File: config.mk
export PLATFORM = sky130hd
export DESIGN_NAME = and_gate
export DESIGN_NICKNAME = d
export VERILOG_FILES = /design/src/rtl/and_gate.sv
export SDC_FILE = /design/constraint.sdc
export NUM_CORES = 1
export LEC_CHECK = 0
export ABC_AREA = 1
export CORE_ASPECT_RATIO = 0.8
export CORE_UTILIZATION = 30
export CTS_CLUSTER_SIZE = 14
export DETAILED_ROUTE_END_ITERATION = 10
export GPL_TIMING_DRIVEN = 0
export MAX_ROUTING_LAYER = met4
export PLACE_DENSITY = 0.62
export SKIP_LAST_GASP = 1
export SLEW_MARGIN = 10
export SYNTH_ARGS = -nofsm -noshare
export SYNTH_HDL_FRONTEND = slang
export SYNTH_SLANG_ARGS = --single-unit
File: constraint.sdc
create_clock -name clk -period 1.2 [get_ports clk]
set_clock_uncertainty 0.05 [all_clocks]
set_input_delay 0.3 -clock clk [delete_from_list [all_inputs] [get_ports clk]]
set_output_delay 0.3 -clock clk [all_outputs]
set_load 0.05 [all_outputs]
File: src/rtl/and_gate.sv
// Bitwise AND with a registered, change-counting capture path.
// y/y_all/y_any are combinational; y_q/y_vld/chg_cnt are clocked.
module and_gate #(
  parameter int WIDTH = 1,
  parameter int CNT_W = 8
) (
  input  logic             clk,
  input  logic             rst_n,
  input  logic [WIDTH-1:0] a,
  input  logic [WIDTH-1:0] b,
  input  logic             en,
  output logic [WIDTH-1:0] y,
  output logic [WIDTH-1:0] y_q,
  output logic             y_vld,
  output logic             y_all,
  output logic             y_any,
  output logic [CNT_W-1:0] chg_cnt
);

  localparam logic [CNT_W-1:0] CNT_MAX = '1;

  logic [WIDTH-1:0] y_q_q, y_q_d;
  logic             y_vld_q, y_vld_d;
  logic [CNT_W-1:0] chg_cnt_q, chg_cnt_d;
  logic             changed;

  always_comb begin
    y     = a & b;
    y_all = &y;
    y_any = |y;
  end

  // Only a capture over an already-valid value can count as a change.
  always_comb begin
    changed   = y_vld_q && (y != y_q_q);
    y_q_d     = y_q_q;
    y_vld_d   = y_vld_q;
    chg_cnt_d = chg_cnt_q;
    if (en) begin
      y_q_d   = y;
      y_vld_d = 1'b1;
      if (changed && (chg_cnt_q != CNT_MAX)) begin
        chg_cnt_d = chg_cnt_q + 1'b1;
      end
    end
  end

  always_ff @(posedge clk or negedge rst_n) begin
    if (!rst_n) begin
      y_q_q     <= '0;
      y_vld_q   <= 1'b0;
      chg_cnt_q <= '0;
    end else begin
      y_q_q     <= y_q_d;
      y_vld_q   <= y_vld_d;
      chg_cnt_q <= chg_cnt_d;
    end
  end

  assign y_q     = y_q_q;
  assign y_vld   = y_vld_q;
  assign chg_cnt = chg_cnt_q;

endmodule

==> results.md, run 1 <==
* Worst Hold Class: in -> async
* Pin slew with the least headroom to its limit at 492 ps
* Critical path class: reg -> out
* Max Transition Viols Final at 0
* Crit-path max FO at 4
* Synth Register Bits at 10
* Drt pass-1 iters at 4
* DRC at 0
* RSZ-0062 raised after global routing: yes
* Nets at 126
* Leading area contributor after synthesis: dfrtp_1
* Delay-heaviest family, CP: flip-flops
* FMAX at 803 MHz
* Critical path's largest stage delay at 450 ps
* Crit share post-route at 104%
* Startpoint types: flop
* Crit-path cells: buf_6
* Overall Global Routing Usage at 17.6%
* Max Cap Viol at 0
* WP data required at 850 ps
* Top post-synthesis cells by area: dfrtp_1 (40%), nand2_1 (16%), nand3_1 (11%), inv_1 (4.8%), buf_4 (3.6%)
* Outcome: complete, but fails checks
* Main flop type after synthesis: dfrtp_1
* Post-DRT Antenna Nets at 0
* First-pass GRT wire length at 2.77 mm
* Most frequent cell after synthesis: nand2_1
* Post-synth top cells: nand2_1 (27), nand3_1 (14), dfrtp_1 (10)
* CP endpoint kind: primary output
* N_diodes at 0
* Slew HR at 67.1%
* Fin. Hold Viols at 0
* Top Ports at 18
* PortBufs at 17
* Largest net degree at the start of global routing at 11
* Area Overhead vs Synth at 84.5%
* Seq/Total Area, Yosys at 40.2%
* CTS Sinks at 10
* Minimum hold slack at 303 ps
* Site Rows at 14
* DR iter-0 viols at 8
* Vias in the first global route at 607
* Wire per inst at 11.8 um
* Slowest-stage cell, CP: dfrtp_2
* Worst VDD drop at 0.00146 V
* Die area at 2260 um2
* Total power at 1.88 mW
* Syn Area/Cell at 7.51 um2
* WP buf/inv at 1
* Clk slew on worst S/H paths at 80 ps
* Post-Route WL at 1.69 mm
* Layout cells sized above 1 at 63.9%
* Core area at 1910 um2
* Synth async-reset ratio at 100%
* Worst EP arrival at 900 ps
* CTS tree: yes
* H-tree level count at 1
* Cell variety after synth at 17
* Chip Width at 53.0 um
* Number of synthesized flops with an enable pin at 0
* Top cell type's share of synthesized area at 40.2%
* # setup viols final at 16
* Power density over the cells at 1640 nW/um2
* CTS Buf Count at 3
* Synthesized instance count at 83
* Hold_buf cts at 0
* Vias per std cell at 4.59
* Violated checks: negative setup slack
* Buffer depth of the longest clock path at 2
* Final WS setup at -45.8 ps
* Chip height at 42.8 um
* Initial Utilization at 32.6%
* Initial antenna violation count at 0
* GPL Wtd Cong at 0.816
* Clock Latency Late Sink at 270 ps
* Root Driver: clkbuf_4
* Dpl hpwl at 1.07 mm
* Routed via count at 656
* Syn nets at 89
* Leak at 0.550 nW
* Yosys warns at 0
* GRT overflow at 0
* Cell Area, Synth at 623 um2
* Period minus WS final at 1250 ps
where the power goes:
group          switching [mW]  total (mW)  internal, mW
Combinational           0.592        1.02         0.428
Clock                   0.134       0.318         0.185
Sequential              0.116       0.541         0.426
layout make-up:
| type | instances | area [um2] |
|---|---|---|
| plain buffers | 3 | 37.5 |
| multi-input cells | 60 | 429 |
| inverters | 10 | 41.3 |
| fillers | 162 | 759 |
| flip-flops and latches | 10 | 262 |
| clock buffers | 4 | 36.3 |
| repair buffers | 32 | 314 |
| well taps | 24 | 30.0 |
layout by cell type, fill, tap and decap left out, drive strengths merged:
master / instances
a21oi: 1
buf: 33
clkbuf: 4
clkdlybuf4s50: 2
clkinvlp: 1
dfrtp: 10
ha: 1
inv: 9
nand2: 29
nand3: 16
nand3b: 1
nor2: 8
nor3: 1
or2: 1
xor2: 2
through the flow:
| step | std cells | worst slack (ps) | utilization (%) | cell area [um2] | setup TNS (ps) |
|---|---|---|---|---|---|
| 2_1_floorplan | 83 | -126 | - | 682 | -962 |
| 3_3_place_gp | 124 | -1080 | 46.2 | 882 | -10610 |
| 3_5_place_dp | 124 | -1100 | 46.2 | 882 | -10920 |
| 4_1_cts | 142 | -50.9 | 58.8 | 1120 | -520 |
| 5_1_grt | 143 | -89.9 | 60.2 | 1150 | -1170 |
| 6_report | 143 | -45.8 | 60.2 | 1150 | -452 |
path summary, 6_finish.rpt:
kind / depth (start not counted) / endpoint / slack [ps] / start
hold / removal: 1 / chg_cnt[0]$_DFFE_PN0P_ / 300 / rst_n
max in group asynchronous: 1 / chg_cnt[2]$_DFFE_PN0P_ / 430 / rst_n
min in group clk: 4 / y_q$_DFFE_PN0P_ / 330 / b
setup reg to reg: 6 / chg_cnt[5]$_DFFE_PN0P_ / -40 / chg_cnt[2]$_DFFE_PN0P_
hold reg to reg: 1 / y_vld$_DFFE_PN0P_ / 490 / y_vld$_DFFE_PN0P_
setup / recovery: 1 / chg_cnt[1] / -50 / chg_cnt[1]$_DFFE_PN0P_
sequential cells by signal, indices dropped and copies added, names as in the netlist:
register,count
chg_cnt,8
y_q,1
y_vld,1
kinds of logic (layout without fill, tap and decap cells):
kind of cell,Yosys count,in the layout,synth area share [%]
AO/OA/AOI/OAI,1,1,0.802
XOR/XNOR,2,2,2.81
adder cells (fa/ha/maj),1,1,2.01
buffers and inverters,13,49,9.64
flip-flops,10,10,40.2
AND/OR/NAND/NOR,56,56,44.6
layer usage:
metal | GRT usage [%] | share of wire, % | vias to the layer above
met5 | - | 0 | -
li1 | - | - | 329
met4 | 3.16 | 0 | 0
met3 | 6.45 | 4.6 | 0
met2 | 25.1 | 51 | 10
met1 | 24.0 | 44 | 317
timing repair:
action                                  in CTS  in global routing
endpoints found under the hold margin        0                  0
pin swaps                                   15                 10
setup buffers                               14                  1
resized for setup                          121                  6
endpoints found under the setup margin      21                 20
No activity file was read; power rests on OpenSTA's default activity.
==> inputs of run 2 (changes only) <==
Settings changed: CORE_UTILIZATION 30 to 25, PLACE_DENSITY 0.62 to 0.54.
==> run 2 against run 1 <==
Compared with the run above:
- the flow still finishes with violations (negative setup slack)
- worst setup slack worse by 34 ps
- utilization decreased by 12 points
- final area shrank 6.2%
- register-to-register slack lost 40 ps
- clock-buffer cell count stayed put
- global-route usage is 2.9 points lower
- routed wire length up 0.71%
- total power fell by 4.7%
- non-clock buffer count is 2 lower
- sequential share of layout area is 1.5 points higher
- critical path depth grew 5
- die area is 19% higher
- critical endpoint is now chg_cnt[0]$_DFFE_PN0P_
- highest routed layer is now met4
==> results.md, run 2 (synthesized netlist as in run 1, its figures left out) <==
* Worst VDD drop at 0.00119 V
* Most frequent cells in the layout: nand2_1 (26), nand3_1 (13), buf_4 (13)
* Pin slew with the least headroom to its limit at 488 ps
* Max FFs per register at 8
* Max Cap Viol at 0
* Minimum hold slack at 304 ps
* PortBufs at 17
* Layout cells sized above 1 at 53.0%
* Max Transition Viols Final at 0
* GPL Wtd Cong at 0.790
* Dpl hpwl at 1.07 mm
* Highest Signal Layer: met4
* Fin. Hold Viols at 0
* Power density over the cells at 1660 nW/um2
* Slowest-stage cell, CP: dfrtp_2
* Routed via count at 649
* Slew HR at 67.3%
* RSZ-0062 raised after global routing: yes
* Vias in the first global route at 615
* Violated checks: negative setup slack
* Period minus WS final at 1280 ps
* N_diodes at 0
* # fillers at 226
* FMAX at 781 MHz
* Buffer depth of the longest clock path at 2
* Root Driver: clkbuf_4
* Startpoint types: flop
* Post-DRT Antenna Nets at 0
* Chip Width at 57.8 um
* Worst EP arrival at 1440 ps
* Area Overhead vs Synth at 73.1%
* Met1 WL at 768 um
* CTS Buf Count at 3
* H-tree level count at 1
* Chip height at 46.7 um
* Outcome: complete, but fails checks
* Critical path's largest stage delay at 450 ps
* Die area at 2700 um2
* Clock Latency Late Sink at 270 ps
* CTS tree: yes
* Final WS setup at -80.3 ps
* Overall Global Routing Usage at 14.7%
* Largest net degree at the start of global routing at 11
* Most common cell after layout, fill and taps aside: nand2_1
* GRT overflow at 0
* Post-Route WL at 1.70 mm
* Site Rows at 15
* Placed Cells at 125
* Met2 wire len at 840 um
* Nets at 124
* Worst Hold Class: in -> async
* Crit share post-route at 107%
* Clk slew on worst S/H paths at 70 ps
* Core area at 2250 um2
* CTS Sinks at 10
* WP data required at 1360 ps
* Crit-path cells: ha_4 > nand3_4 > nor2_2 > nor2_4 > nand3_1 > nand2_1
* Crit-path max FO at 8
* DR iter-0 viols at 6
* Hold_buf cts at 0
* DRC at 0
* Initial antenna violation count at 0
* Wire per inst at 12.0 um
* Length of routed met3 wiring at 79 um
* Vias per std cell at 4.57
* Initial Utilization at 27.7%
* First-pass GRT wire length at 2.81 mm
* Critical path class: reg -> reg
* Top Ports at 18
* Drt pass-1 iters at 4
* Leak at 0.531 nW
* CP endpoint kind: flop
* Final cell count without fillers at 142
* # setup viols final at 16
## run 2: layer usage
layer,up-vias,global-route usage (%)
met5,-,-
met4,0,2.86
met3,2,5.90
met2,10,24.8
met1,308,16.8
li1,329,-
## run 2: cell type report
class	count	area, um2	share of cell area (%)
multi-input cells	60	369	34.2
repair buffers	30	302	28.0
flip-flops and latches	10	262	24.2
inverters	10	41.3	3.83
plain buffers	3	37.5	3.48
clock buffers	4	36.3	3.36
well taps	25	31.3	2.90
## run 2: through the flow
| stage | TNS (ps) | setup slack (ps) | area [um2] | power, mW | utilization [%] |
|---|---|---|---|---|---|
| 2_1_floorplan | -962 | -126 | 682 | 1.05 | - |
| 3_3_place_gp | -10650 | -1080 | 883 | 1.29 | 39.2 |
| 3_5_place_dp | -10830 | -1100 | 883 | 1.29 | 39.2 |
| 4_1_cts | -676 | -70.0 | 1050 | 1.76 | 46.5 |
| 5_1_grt | -1440 | -155 | 1080 | 1.89 | 47.9 |
| 6_report | -632 | -80.3 | 1080 | 1.79 | 47.9 |
## run 2: final timing paths
kind	startpoint	endpoint	depth (start not counted)	slack, ps
worst max-delay path	chg_cnt[0]$_DFFE_PN0P_	chg_cnt[0]$_DFFE_PN0P_	6	-80
worst min-delay path	rst_n	y_vld$_DFFE_PN0P_	1	300
worst max register to register	chg_cnt[0]$_DFFE_PN0P_	chg_cnt[0]$_DFFE_PN0P_	6	-80
worst min register to register	y_vld$_DFFE_PN0P_	y_vld$_DFFE_PN0P_	1	480
max in group asynchronous	rst_n	chg_cnt[2]$_DFFE_PN0P_	1	440
min in group clk	b	y_q$_DFFE_PN0P_	5	410
## run 2: critical path: cells and delay by family (launching register included)
family,cells,cell delay [ps]
adders and majority gates,1,190
DFF,1,450
and+or+nand+nor,5,520
## run 2: repair_timing
item,in CTS,in global routing
resized for setup,109,5
pin swaps,3,1
setup endpoints to repair,21,21
setup buffers,11,2
## run 2: power by group
part	internal [mW]	leakage [nW]	switching, mW
registers	0.425	0.114	0.112
clock network	0.185	0.0210	0.134
logic	0.391	0.396	0.545
total	1.00	0.531	0.790
==> inputs of run 3 (changes only) <==
Settings changed: CELL_PAD_IN_SITES_DETAIL_PLACEMENT set to 1, CELL_PAD_IN_SITES_GLOBAL_PLACEMENT set to 2, CORE_UTILIZATION 25 to 24, CTS_CLUSTER_DIAMETER set to 200, PLACE_DENSITY 0.54 to 0.79.
Clock period 1.2 ns to 1.23 ns, I/O delays scaled along.
==> run 3 against run 2 <==
Compared with the run above:
- flip-flop and latch count did not move
- utilization grew 1.8 points
- critical path type unchanged
- global-route usage rose by 2.3 points
- critical endpoint is now chg_cnt[6]$_DFFE_PN0P_
- worst setup slack improved by 18 ps
- routed wire length is 25% higher
- first-iteration DRC count grew to 2.7 times the previous value
- the flow still finishes with violations (negative setup slack)
- final area grew 13%
==> results.md, run 3 (synthesized netlist as in run 1, its figures left out) <==
* Outcome: complete, but fails checks
* Violated checks: negative setup slack
* Routed via count at 694
* RSZ-0062 raised after global routing: yes
* GPL Wtd Cong at 0.685
* Critical path class: reg -> reg
* Switching pwr at 0.852 mW
* Chip height at 47.6 um
* Placed cell area at 901 um2
* CTS tree: yes
* Dpl hpwl at 1.28 mm
* Max Cap Viol at 0
* Overall Global Routing Usage at 17.0%
* Comb power frac at 59.6%
* Reg power frac at 27.9%
* Buffer depth of the longest clock path at 2
* Leak at 0.572 nW
* Post-Route WL at 2.13 mm
* Placed Cells at 136
* Slowest-stage cell, CP: dfrtp_2
* DP Worst Slack at -1090 ps
* Core area at 2460 um2
* Initial antenna violation count at 0
* DRC at 0
* Site Rows at 16
* DR iter-0 viols at 16
* H-tree level count at 1
* Switching share of power at 44.8%
* Finished Cell Area at 1220 um2
* Clock Latency Late Sink at 260 ps
* Power density over the cells at 1550 nW/um2
* Max FFs per register at 8
* Initial Utilization at 25.3%
* Most frequent cells in the layout: nand2_1 (21), buf_4 (17), buf_6 (13)
* Die area at 2810 um2
* FMAX at 774 MHz
* # setup viols final at 8
* Max Transition Viols Final at 0
* Nets at 130
* First-pass GRT wire length at 3.24 mm
* Period minus WS final at 1290 ps
* PortBufs at 17
* N_diodes at 0
* # fillers at 290
* CP endpoint kind: flop
* Final WS setup at -61.9 ps
* Wire per inst at 13.4 um
* Crit-path max FO at 4
* Post-DRT Antenna Nets at 0
* Layout cells sized above 1 at 65.0%
* Crit-path cells: ha_4 > buf_4 > nand3_4 > nor2_4 > buf_4 > nand3_2 > nand2_1
* Slew HR at 67.3%
* WP data required at 1340 ps
* Startpoint types: flop
* Worst VDD drop at 0.000957 V
* Drt pass-1 iters at 3
* Vias in the first global route at 699
* Worst EP arrival at 1400 ps
* Root Driver: clkbuf_4
* CTS Sinks at 10
* Post-layout util at 49.6%
* Critical path's largest stage delay at 440 ps
* GRT overflow at 0
* Top Ports at 18
* Int Power at 1.05 mW
* Cell mode on critical path: buf_4
* Chip Width at 59.0 um
* Most common cell after layout, fill and taps aside: nand2_1
* Fin. Hold Viols at 0
* Pin slew with the least headroom to its limit at 489 ps
* Final cell count without fillers at 159
* Largest net degree at the start of global routing at 11
* Area Overhead vs Synth at 96.2%
* Worst Hold Class: in -> async
* Vias per std cell at 4.36
* Crit share post-route at 105%
* Clock power frac at 12.5%
* Clk slew on worst S/H paths at 70 ps
* CTS Buf Count at 3
run 3: cell types whose count changed in the layout (fill, tap and decap cells not counted), sizes merged:
cell and change:
buf +6, clkdlybuf4s50 +1, dlymetal6s2s -1
run 3: area by class of cell:
class | instances | area (um2) | area share (%)
tap | 36 | 45.0 | 3.68
sequential | 10 | 262 | 21.4
buffer | 3 | 41.3 | 3.38
timing repair buffer | 36 | 358 | 29.3
inverter | 10 | 41.3 | 3.38
clock buffer | 4 | 26.3 | 2.15
multi-input combinational | 60 | 449 | 36.7
run 3: repair_timing:
action                     in CTS  in global routing
pin swaps                      12                  5
buffers inserted               14                  5
setup endpoints to repair      21                 20
hold buffers                    0                  0
gates resized for setup       119                  9
run 3: routing by layer:
metal	vias up	part of all wire, %	track usage (%)	routed length (um)
li1	339	-	-	-
met1	345	42	19.9	900
met2	8	54	28.9	1160
met3	2	2.2	2.43	46
met4	0	1.1	9.05	23
met5	-	0	-	0
run 3: power groups by stage:
stage	sequential (mW)	clock [mW]	combinational, mW
after floorplan	0.775	0	0.249
after global placement	0.537	0	0.727
after detailed placement	0.541	0	0.734
after CTS	0.537	0.255	0.983
after global routing	0.544	0.280	1.22
final	0.530	0.238	1.13
run 3: path summary, 6_finish.rpt:
check                                       start                     end  slack [ps]  cells after the start
setup / recovery           chg_cnt[1]$_DFFE_PN0P_  chg_cnt[6]$_DFFE_PN0P_         -60                      7
hold / removal                              rst_n  chg_cnt[6]$_DFFE_PN0P_         320                      1
setup reg to reg           chg_cnt[1]$_DFFE_PN0P_  chg_cnt[6]$_DFFE_PN0P_         -60                      7
hold reg to reg            chg_cnt[6]$_DFFE_PN0P_  chg_cnt[6]$_DFFE_PN0P_         490                      2
max in group asynchronous                   rst_n  chg_cnt[1]$_DFFE_PN0P_         450                      1
min in group clk                                b         y_q$_DFFE_PN0P_         350                      4
run 3: critical path, delay by kind of cell, from the launching register on:
kind	cells	cell delay, ps
DFF	1	440
buffers and inverters	2	270
adders and majority gates	1	200
and+or+nand+nor	4	230
run 3: per-stage QoR:
step / power [mW] / setup TNS, ps / hold WS, ps
floorplan: 1.02 / -709 / -38.1
global placement: 1.26 / -10290 / 447
detailed placement: 1.27 / -10730 / 457
CTS: 1.77 / -256 / 326
global route: 2.04 / -1120 / 332
finish: 1.90 / -224 / 325
